### src/rtl/mips_pkg.sv
// Shared encodings for the multicycle MIPS controller: opcodes, functs,
// ALU control words, datapath mux selects and the controller state enum.
package mips_pkg;

  localparam logic [5:0] OP_RTYPE = 6'h00;
  localparam logic [5:0] OP_LW    = 6'h23;
  localparam logic [5:0] OP_SW    = 6'h2B;
  localparam logic [5:0] OP_BEQ   = 6'h04;
  localparam logic [5:0] OP_ADDI  = 6'h08;
  localparam logic [5:0] OP_J     = 6'h02;

  localparam logic [5:0] FUNCT_ADD = 6'h20;
  localparam logic [5:0] FUNCT_SUB = 6'h22;
  localparam logic [5:0] FUNCT_AND = 6'h24;
  localparam logic [5:0] FUNCT_OR  = 6'h25;
  localparam logic [5:0] FUNCT_SLT = 6'h2A;

  // Bit 2 inverts B with carry-in, bit 1 picks the arithmetic group,
  // bit 0 picks the second member of the group.
  localparam logic [3:0] ALU_AND = 4'b0000;
  localparam logic [3:0] ALU_OR  = 4'b0001;
  localparam logic [3:0] ALU_ADD = 4'b0010;
  localparam logic [3:0] ALU_SUB = 4'b0110;
  localparam logic [3:0] ALU_SLT = 4'b0111;

  localparam logic [1:0] SRCB_RT    = 2'b00;
  localparam logic [1:0] SRCB_FOUR  = 2'b01;
  localparam logic [1:0] SRCB_IMM   = 2'b10;
  localparam logic [1:0] SRCB_IMMSH = 2'b11;

  localparam logic [1:0] PC_ALU    = 2'b00;
  localparam logic [1:0] PC_ALUOUT = 2'b01;
  localparam logic [1:0] PC_JUMP   = 2'b10;

  typedef enum logic [3:0] {
    S_FETCH,
    S_DECODE,
    S_MEMADR,
    S_MEMRD,
    S_MEMWB,
    S_MEMWR,
    S_EXEC,
    S_ALUWB,
    S_BRANCH,
    S_ADDIEX,
    S_ADDIWB,
    S_JUMP
  } state_e;

endpackage

### src/rtl/alu_decoder.sv
// Maps an R-type funct field to the 4-bit ALU control word and flags
// whether the funct is one the datapath supports.
module alu_decoder
  import mips_pkg::*;
(
  input  logic [5:0] funct_i,
  output logic [3:0] alu_control_o,
  output logic       funct_legal_o
);

  always_comb begin
    alu_control_o = ALU_ADD;
    funct_legal_o = 1'b1;
    case (funct_i)
      FUNCT_ADD: alu_control_o = ALU_ADD;
      FUNCT_SUB: alu_control_o = ALU_SUB;
      FUNCT_AND: alu_control_o = ALU_AND;
      FUNCT_OR:  alu_control_o = ALU_OR;
      FUNCT_SLT: alu_control_o = ALU_SLT;
      default:   funct_legal_o = 1'b0;
    endcase
  end

endmodule

### src/rtl/mips_mc_controller.sv
// Multicycle MIPS control FSM: sequences fetch/decode/execute/memory/writeback
// and handshakes with a unified memory via mem_req/mem_ready.
module mips_mc_controller
  import mips_pkg::*;
#(
  parameter bit MEM_WAIT_EN = 1'b1
) (
  input  logic       clk,
  input  logic       reset,
  input  logic [5:0] opcode,
  input  logic [5:0] funct,
  input  logic       zero,
  input  logic       mem_ready,
  output logic       mem_req,
  output logic       mem_write,
  output logic       iord,
  output logic       ir_write,
  output logic       reg_write,
  output logic       reg_dst,
  output logic       mem_to_reg,
  output logic       alu_src_a,
  output logic [1:0] alu_src_b,
  output logic [3:0] alu_control,
  output logic [1:0] pc_src,
  output logic       pc_en,
  output logic       illegal,
  output logic       retire
);

  state_e     state_q, state_d;
  logic       memReady;
  logic [3:0] functAluControl;
  logic       functLegal;

  assign memReady = MEM_WAIT_EN ? mem_ready : 1'b1;

  alu_decoder u_alu_decoder (
    .funct_i       (funct),
    .alu_control_o (functAluControl),
    .funct_legal_o (functLegal)
  );

  always_ff @(posedge clk) begin
    if (reset) state_q <= S_FETCH;
    else       state_q <= state_d;
  end

  always_comb begin
    state_d     = state_q;
    mem_req     = 1'b0;
    mem_write   = 1'b0;
    iord        = 1'b0;
    ir_write    = 1'b0;
    reg_write   = 1'b0;
    reg_dst     = 1'b0;
    mem_to_reg  = 1'b0;
    alu_src_a   = 1'b0;
    alu_src_b   = SRCB_RT;
    alu_control = ALU_AND;
    pc_src      = PC_ALU;
    pc_en       = 1'b0;
    illegal     = 1'b0;
    retire      = 1'b0;

    case (state_q)
      S_FETCH: begin
        mem_req     = 1'b1;
        alu_src_b   = SRCB_FOUR;
        alu_control = ALU_ADD;
        ir_write    = memReady;
        pc_en       = memReady;
        if (memReady) state_d = S_DECODE;
      end
      S_DECODE: begin
        alu_src_b   = SRCB_IMMSH;
        alu_control = ALU_ADD;
        case (opcode)
          OP_LW, OP_SW: state_d = S_MEMADR;
          OP_BEQ:       state_d = S_BRANCH;
          OP_ADDI:      state_d = S_ADDIEX;
          OP_J:         state_d = S_JUMP;
          OP_RTYPE: begin
            state_d = functLegal ? S_EXEC : S_FETCH;
            illegal = !functLegal;
          end
          default: begin
            state_d = S_FETCH;
            illegal = 1'b1;
          end
        endcase
      end
      S_MEMADR: begin
        alu_src_a   = 1'b1;
        alu_src_b   = SRCB_IMM;
        alu_control = ALU_ADD;
        state_d     = (opcode == OP_LW) ? S_MEMRD : S_MEMWR;
      end
      S_MEMRD: begin
        mem_req = 1'b1;
        iord    = 1'b1;
        if (memReady) state_d = S_MEMWB;
      end
      S_MEMWB: begin
        reg_write  = 1'b1;
        mem_to_reg = 1'b1;
        retire     = 1'b1;
        state_d    = S_FETCH;
      end
      S_MEMWR: begin
        mem_req   = 1'b1;
        mem_write = 1'b1;
        iord      = 1'b1;
        retire    = memReady;
        if (memReady) state_d = S_FETCH;
      end
      S_EXEC: begin
        alu_src_a   = 1'b1;
        alu_src_b   = SRCB_RT;
        alu_control = functAluControl;
        state_d     = S_ALUWB;
      end
      S_ALUWB: begin
        reg_write = 1'b1;
        reg_dst   = 1'b1;
        retire    = 1'b1;
        state_d   = S_FETCH;
      end
      S_BRANCH: begin
        alu_src_a   = 1'b1;
        alu_src_b   = SRCB_RT;
        alu_control = ALU_SUB;
        pc_src      = PC_ALUOUT;
        pc_en       = zero;
        retire      = 1'b1;
        state_d     = S_FETCH;
      end
      S_ADDIEX: begin
        alu_src_a   = 1'b1;
        alu_src_b   = SRCB_IMM;
        alu_control = ALU_ADD;
        state_d     = S_ADDIWB;
      end
      S_ADDIWB: begin
        reg_write = 1'b1;
        retire    = 1'b1;
        state_d   = S_FETCH;
      end
      S_JUMP: begin
        pc_src  = PC_JUMP;
        pc_en   = 1'b1;
        retire  = 1'b1;
        state_d = S_FETCH;
      end
      default: state_d = S_FETCH;
    endcase

    // Held reset presents an idle FETCH: no request and no side effects,
    // whatever state the register happens to hold on the first reset cycle.
    if (reset) begin
      mem_req     = 1'b0;
      mem_write   = 1'b0;
      iord        = 1'b0;
      ir_write    = 1'b0;
      reg_write   = 1'b0;
      reg_dst     = 1'b0;
      mem_to_reg  = 1'b0;
      alu_src_a   = 1'b0;
      alu_src_b   = SRCB_FOUR;
      alu_control = ALU_ADD;
      pc_src      = PC_ALU;
      pc_en       = 1'b0;
      illegal     = 1'b0;
      retire      = 1'b0;
    end
  end

endmodule

### config.mk
export PLATFORM = sky130hd
export DESIGN_NAME = mips_mc_controller
export DESIGN_NICKNAME = d
export VERILOG_FILES = /design/src/rtl/mips_pkg.sv /design/src/rtl/alu_decoder.sv /design/src/rtl/mips_mc_controller.sv
export SDC_FILE = /design/constraint.sdc
export NUM_CORES = 1
export LEC_CHECK = 0
export BUFFER_PORTS_ARGS = -buffer_cell sky130_fd_sc_hd__buf_2
export CAP_MARGIN = 20
export CORE_MARGIN = 2
export CORE_UTILIZATION = 42
export CTS_CLUSTER_DIAMETER = 30
export DETAILED_ROUTE_END_ITERATION = 7
export PLACE_DENSITY = 0.83
export SKIP_CTS_REPAIR_TIMING = 1
export SYNTH_ARGS = -nofsm -noshare
export SYNTH_HDL_FRONTEND = slang
export SYNTH_SLANG_ARGS = --single-unit
### constraint.sdc
create_clock -name clk -period 1.25 [get_ports clk]
set_input_delay 0.125 -clock clk [delete_from_list [all_inputs] [get_ports clk]]
set_output_delay 0.125 -clock clk [all_outputs]
set_load 0.05 [all_outputs]
==> impl_metrics.json, run 1 <==
{
  "hpwl_um": 2399,
  "start_util": 0.4507,
  "pre_cts_slack_ns": -0.2848,
  "netlist_area_um2": 778.2,
  "haltStage": "5_1_grt",
  "worstEndpointGrtRepair": "illegal",
  "die_x_um": 47.05,
  "status": "aborted with a tool error",
  "cts_sinks": 4,
  "synth_area_per_cell_um2": 7.206,
  "dpl_cell_area_um2": 1420,
  "ios": 35,
  "error": "[ERROR DPL-0033] detailed placement checks failed during check placement.",
  "syn_nets": 124,
  "synth_cell_types": 43,
  "ys.flop_type": "dfxtp_1",
  "clock_path_buffers": 2,
  "worstEpCategory": "primary output",
  "die_h_um": 47.05,
  "synthArstFlopShare": 0,
  "port-buffer-count": 33,
  "numCtsBuffers": 3,
  "gp_congestion": 0.8590,
  "antenna_found_initial": 0,
  "synth_seq_cells": 4,
  "std_cell_rows": 15,
  "synth_edf_count": 0,
  "yosysSeqAreaShare": 0.1029,
  "synth_cells": 108,
  "place_inst": 190,
  "synth_warnings": 0,
  "grt_max_degree": 11,
  "clock_tree.root_cell": "clkbuf_4",
  "h-tree-depth": 1
}
synth_stat cells (all sizes together), types with 2 or more instances:
cell | count | share of area
a211oi | 2 | 0.019
a21oi | 7 | 0.045
a31oi | 3 | 0.024
buf | 4 | 0.045
clkbuf | 7 | 0.034
dfxtp | 4 | 0.10
inv | 4 | 0.019
mux2i | 3 | 0.039
nand2 | 3 | 0.014
nand2b | 9 | 0.082
nor2 | 6 | 0.029
nor2b | 4 | 0.032
nor3 | 13 | 0.084
nor4 | 3 | 0.024
nor4b | 3 | 0.053
o21a | 2 | 0.019
o21ai | 6 | 0.039
o311ai | 2 | 0.023
or2 | 2 | 0.016
or3 | 2 | 0.016
or4 | 2 | 0.024
xor2 | 2 | 0.023
kinds of logic after synthesis:
family                     Yosys count  share of synthesized area
AOI/OAI and AO/OA                   29                     0.2733
xor gates and xnor gates             3                    0.03377
adders and majority gates            1                    0.01286
buffers and inverters               15                    0.09807
DFF                                  4                     0.1029
muxes                                3                    0.03859
other                                1                   0.004819
and+or+nand+nor                     52                     0.4357
through the flow:
step	hold slack, ns	TNS (ns)
after floorplan	0.2601	-2.382
after global placement	0.4551	-3.669
after detailed placement	0.4577	-4.561
after CTS	0.2158	-9.383
==> inputs of run 2 (changes only) <==
- CORE_AREA: unset -> 2 2 63 65
- CORE_MARGIN: 2 -> unset
- CORE_UTILIZATION: 42 -> unset
- CTS_CLUSTER_DIAMETER: 30 -> unset
- DIE_AREA: unset -> 0 0 65 67
- PLACE_DENSITY: 0.83 -> unset
- PLACE_DENSITY_LB_ADDON: unset -> 0.15
- clock period: 1.25 -> 1.6 ns (I/O delays scaled with it)
==> run 2 against run 1 <==
Net effect:
- synthesized cell count did not move
- the flow now finishes, with violations (setup timing)
- area after synthesis did not move
==> impl_metrics.json, run 2 <==
{
  "synth_cell_types": 43,
  "area_growth_syn_to_layout_pct": 79.42,
  "slowest_stage": "or4_4",
  "clk_pin_slew_ns": 0.03,
  "clock_path_buffers": 2,
  "path_max_fanout": 4,
  "regMostFlops": "state_q",
  "synth_seq_cells": 4,
  "synth_edf_count": 0,
  "dr_total_vias": 969,
  "synth.top_cells.by_count": "nor3_1, nand2b_1, a21oi_1, clkbuf_1",
  "clk_latency_ns": 0.22,
  "finalWirelength_um": 2432,
  "rsz0062_at_grt": "yes",
  "largest_reg_flops": 4,
  "leakage_nw": 0.5775,
  "cts_sinks": 4,
  "power_density_nw_per_um2": 371.1,
  "synth_most_common_cell": "nor3_1",
  "antenna_found_initial": 0,
  "synth_cells": 108,
  "critPathBufInv": 2,
  "intPower_uw": 345.8,
  "numCtsBuffers": 3,
  "cp.arrival_ns": 1.48,
  "drt-vias-per-instance": 4.681,
  "yosys.area.top_type": "dfxtp_1",
  "synthArstFlopShare": 0,
  "critPathKind": "reg2out",
  "max-cap-violations": 0,
  "netlist_area_um2": 778.2,
  "grt_max_degree": 13,
  "gp_congestion": 0.7520,
  "reg2regPathDepth": 5,
  "ys.flop_type": "dfxtp_1",
  "final_common_cell": "buf_4",
  "pwr-share-clk": 0.407,
  "drtIter0Drc": 22,
  "cp-start-kind": "flip-flop",
  "synth_warnings": 0,
  "grt_pass1_vias": 914,
  "fin_total_pwr_uw": 518.2,
  "die_x_um": 65,
  "crit_chain": "buf_4 -> or4_4 -> nor3_4 -> buf_6",
  "p_seq_frac": 0.202,
  "crit_required_ns": 1.44,
  "critPathCaptureType": "output port",
  "holdPathStages": 2,
  "std_cell_rows": 22,
  "fin_nets": 177,
  "skew_ns": 0.003270,
  "ant_nets": 0,
  "grt_overflow": 0,
  "h-tree-depth": 1,
  "status": "complete, but fails checks",
  "grt_use_total": 0.1104,
  "die_h_um": 67,
  "holdWs_ns": 0.2670,
  "cp.depth": 4,
  "period_share": 1.023,
  "reg_top3": "state_q x4",
  "core_um2": 3606,
  "port-buffer-count": 33,
  "setup_slack_ns": -0.03642,
  "combPwrFrac": 0.391,
  "holdCritPathClass": "in2reg",
  "setup_viol": 3,
  "switching_share": 0.3327,
  "ios": 35,
  "yosysSeqAreaShare": 0.1029,
  "maxSlewViolCount": 0,
  "hpwl_um": 1996,
  "power_switching_uw": 172.4,
  "fmax_mhz": 611.1,
  "vdd_drop_max_mv": 0.2051,
  "antenna_cells": 0,
  "multi_input_area_um2": 742.0,
  "clock_tree.root_cell": "clkbuf_8",
  "detail_route.wl_per_cell_um": 11.75,
  "netlist_top_cells_area": "dfxtp_1, nor3_1, nand2b_1",
  "drive_gt1_frac": 0.5912,
  "start_util": 0.2158,
  "synth_top_area_frac": 0.1029,
  "grt_first_pass_wirelength_um": 3788,
  "seq_area_um2": 92.59,
  "final_cell_mix": "buf_4, buf_2, buf_6, o21ai_0, nand2b_1",
  "dieArea_um2": 4355,
  "post-route-min-period_ns": 1.636,
  "final.fill_count": 372,
  "synth_area_per_cell_um2": 7.206,
  "finalHoldViolations": 0,
  "dr.pass1.iters": 4,
  "failed_checks": "setup timing",
  "critPathMaxStageDelay_ns": 0.48,
  "cp_top_family": "simple AND/OR/NAND/NOR gates",
  "cts_tree": "yes",
  "syn_nets": 124,
  "route.detailed.drc": 0
}
[run 2: cell counts after synthesis]
No cell type changed its count.
[run 2: final timing paths]
kind,start,to,slack (ns)
hold reg to reg,state_q[2]$_SDFFE_PP0P_,state_q[3]$_SDFFE_PP0P_,0.57
hold / removal,reset,state_q[3]$_SDFFE_PP0P_,0.27
setup reg to reg,state_q[1]$_SDFFE_PP0P_,state_q[2]$_SDFFE_PP0P_,0.20
setup / recovery,state_q[2]$_SDFFE_PP0P_,ir_write,-0.04
[run 2: area by class of cell]
type,instances,area share
clock buffer,3,0.02957
inverter,4,0.01075
multi-input combinational,89,0.5314
sequential,4,0.06631
tap,48,0.04301
timing repair buffer,59,0.3190
[run 2: logic make-up after synthesis]
family	synth area share
and+or+nand+nor	0.4357
adders and majority gates	0.01286
buffers and inverters	0.09807
other	0.004819
AOI/OAI and AO/OA	0.2733
xor gates and xnor gates	0.03377
DFF	0.1029
muxes	0.03859
[run 2: worst reg2reg max path: stages, from the launching register on]
cell and delay, ns:
dfxtp_4 0.35, nand2b_4 0.14, or4_4 0.44, buf_4 0.16, nand3b_4 0.13, o311ai_1 0.07
[run 2: metal layers]
| metal | GRT usage | vias up | part of all wire |
|---|---|---|---|
| li1 | - | 504 | - |
| met1 | 0.1341 | 451 | 0.45 |
| met2 | 0.1997 | 14 | 0.52 |
| met3 | 0.02703 | 0 | 0.027 |
| met4 | 0.01596 | 0 | 0 |
| met5 | 0 | - | 0 |
[run 2: power groups by stage]
stage,clock network (mW),logic [mW],registers [mW]
final,0.211,0.203,0.105
after global routing,0.225,0.217,0.105
after CTS,0.216,0.192,0.108
after detailed placement,0,0.192,0.110
after global placement,0,0.190,0.110
after floorplan,0,0.127,0.106
[run 2: metrics by stage]
stage | util | setup TNS, ns | instance area [µm²] | setup WS (ns) | std cells
floorplan | - | -0.9996 | 889.6 | -0.2318 | 108
global placement | 0.3393 | 0 | 1224 | 0.009548 | 202
detailed placement | 0.3393 | -0.01517 | 1224 | -0.01517 | 202
CTS | 0.3508 | -1.732 | 1265 | -0.1959 | 205
global route | 0.3872 | -0.4397 | 1396 | -0.09271 | 207
finish | 0.3872 | -0.08498 | 1396 | -0.03642 | 207
Power figures use the tool's default switching activity.
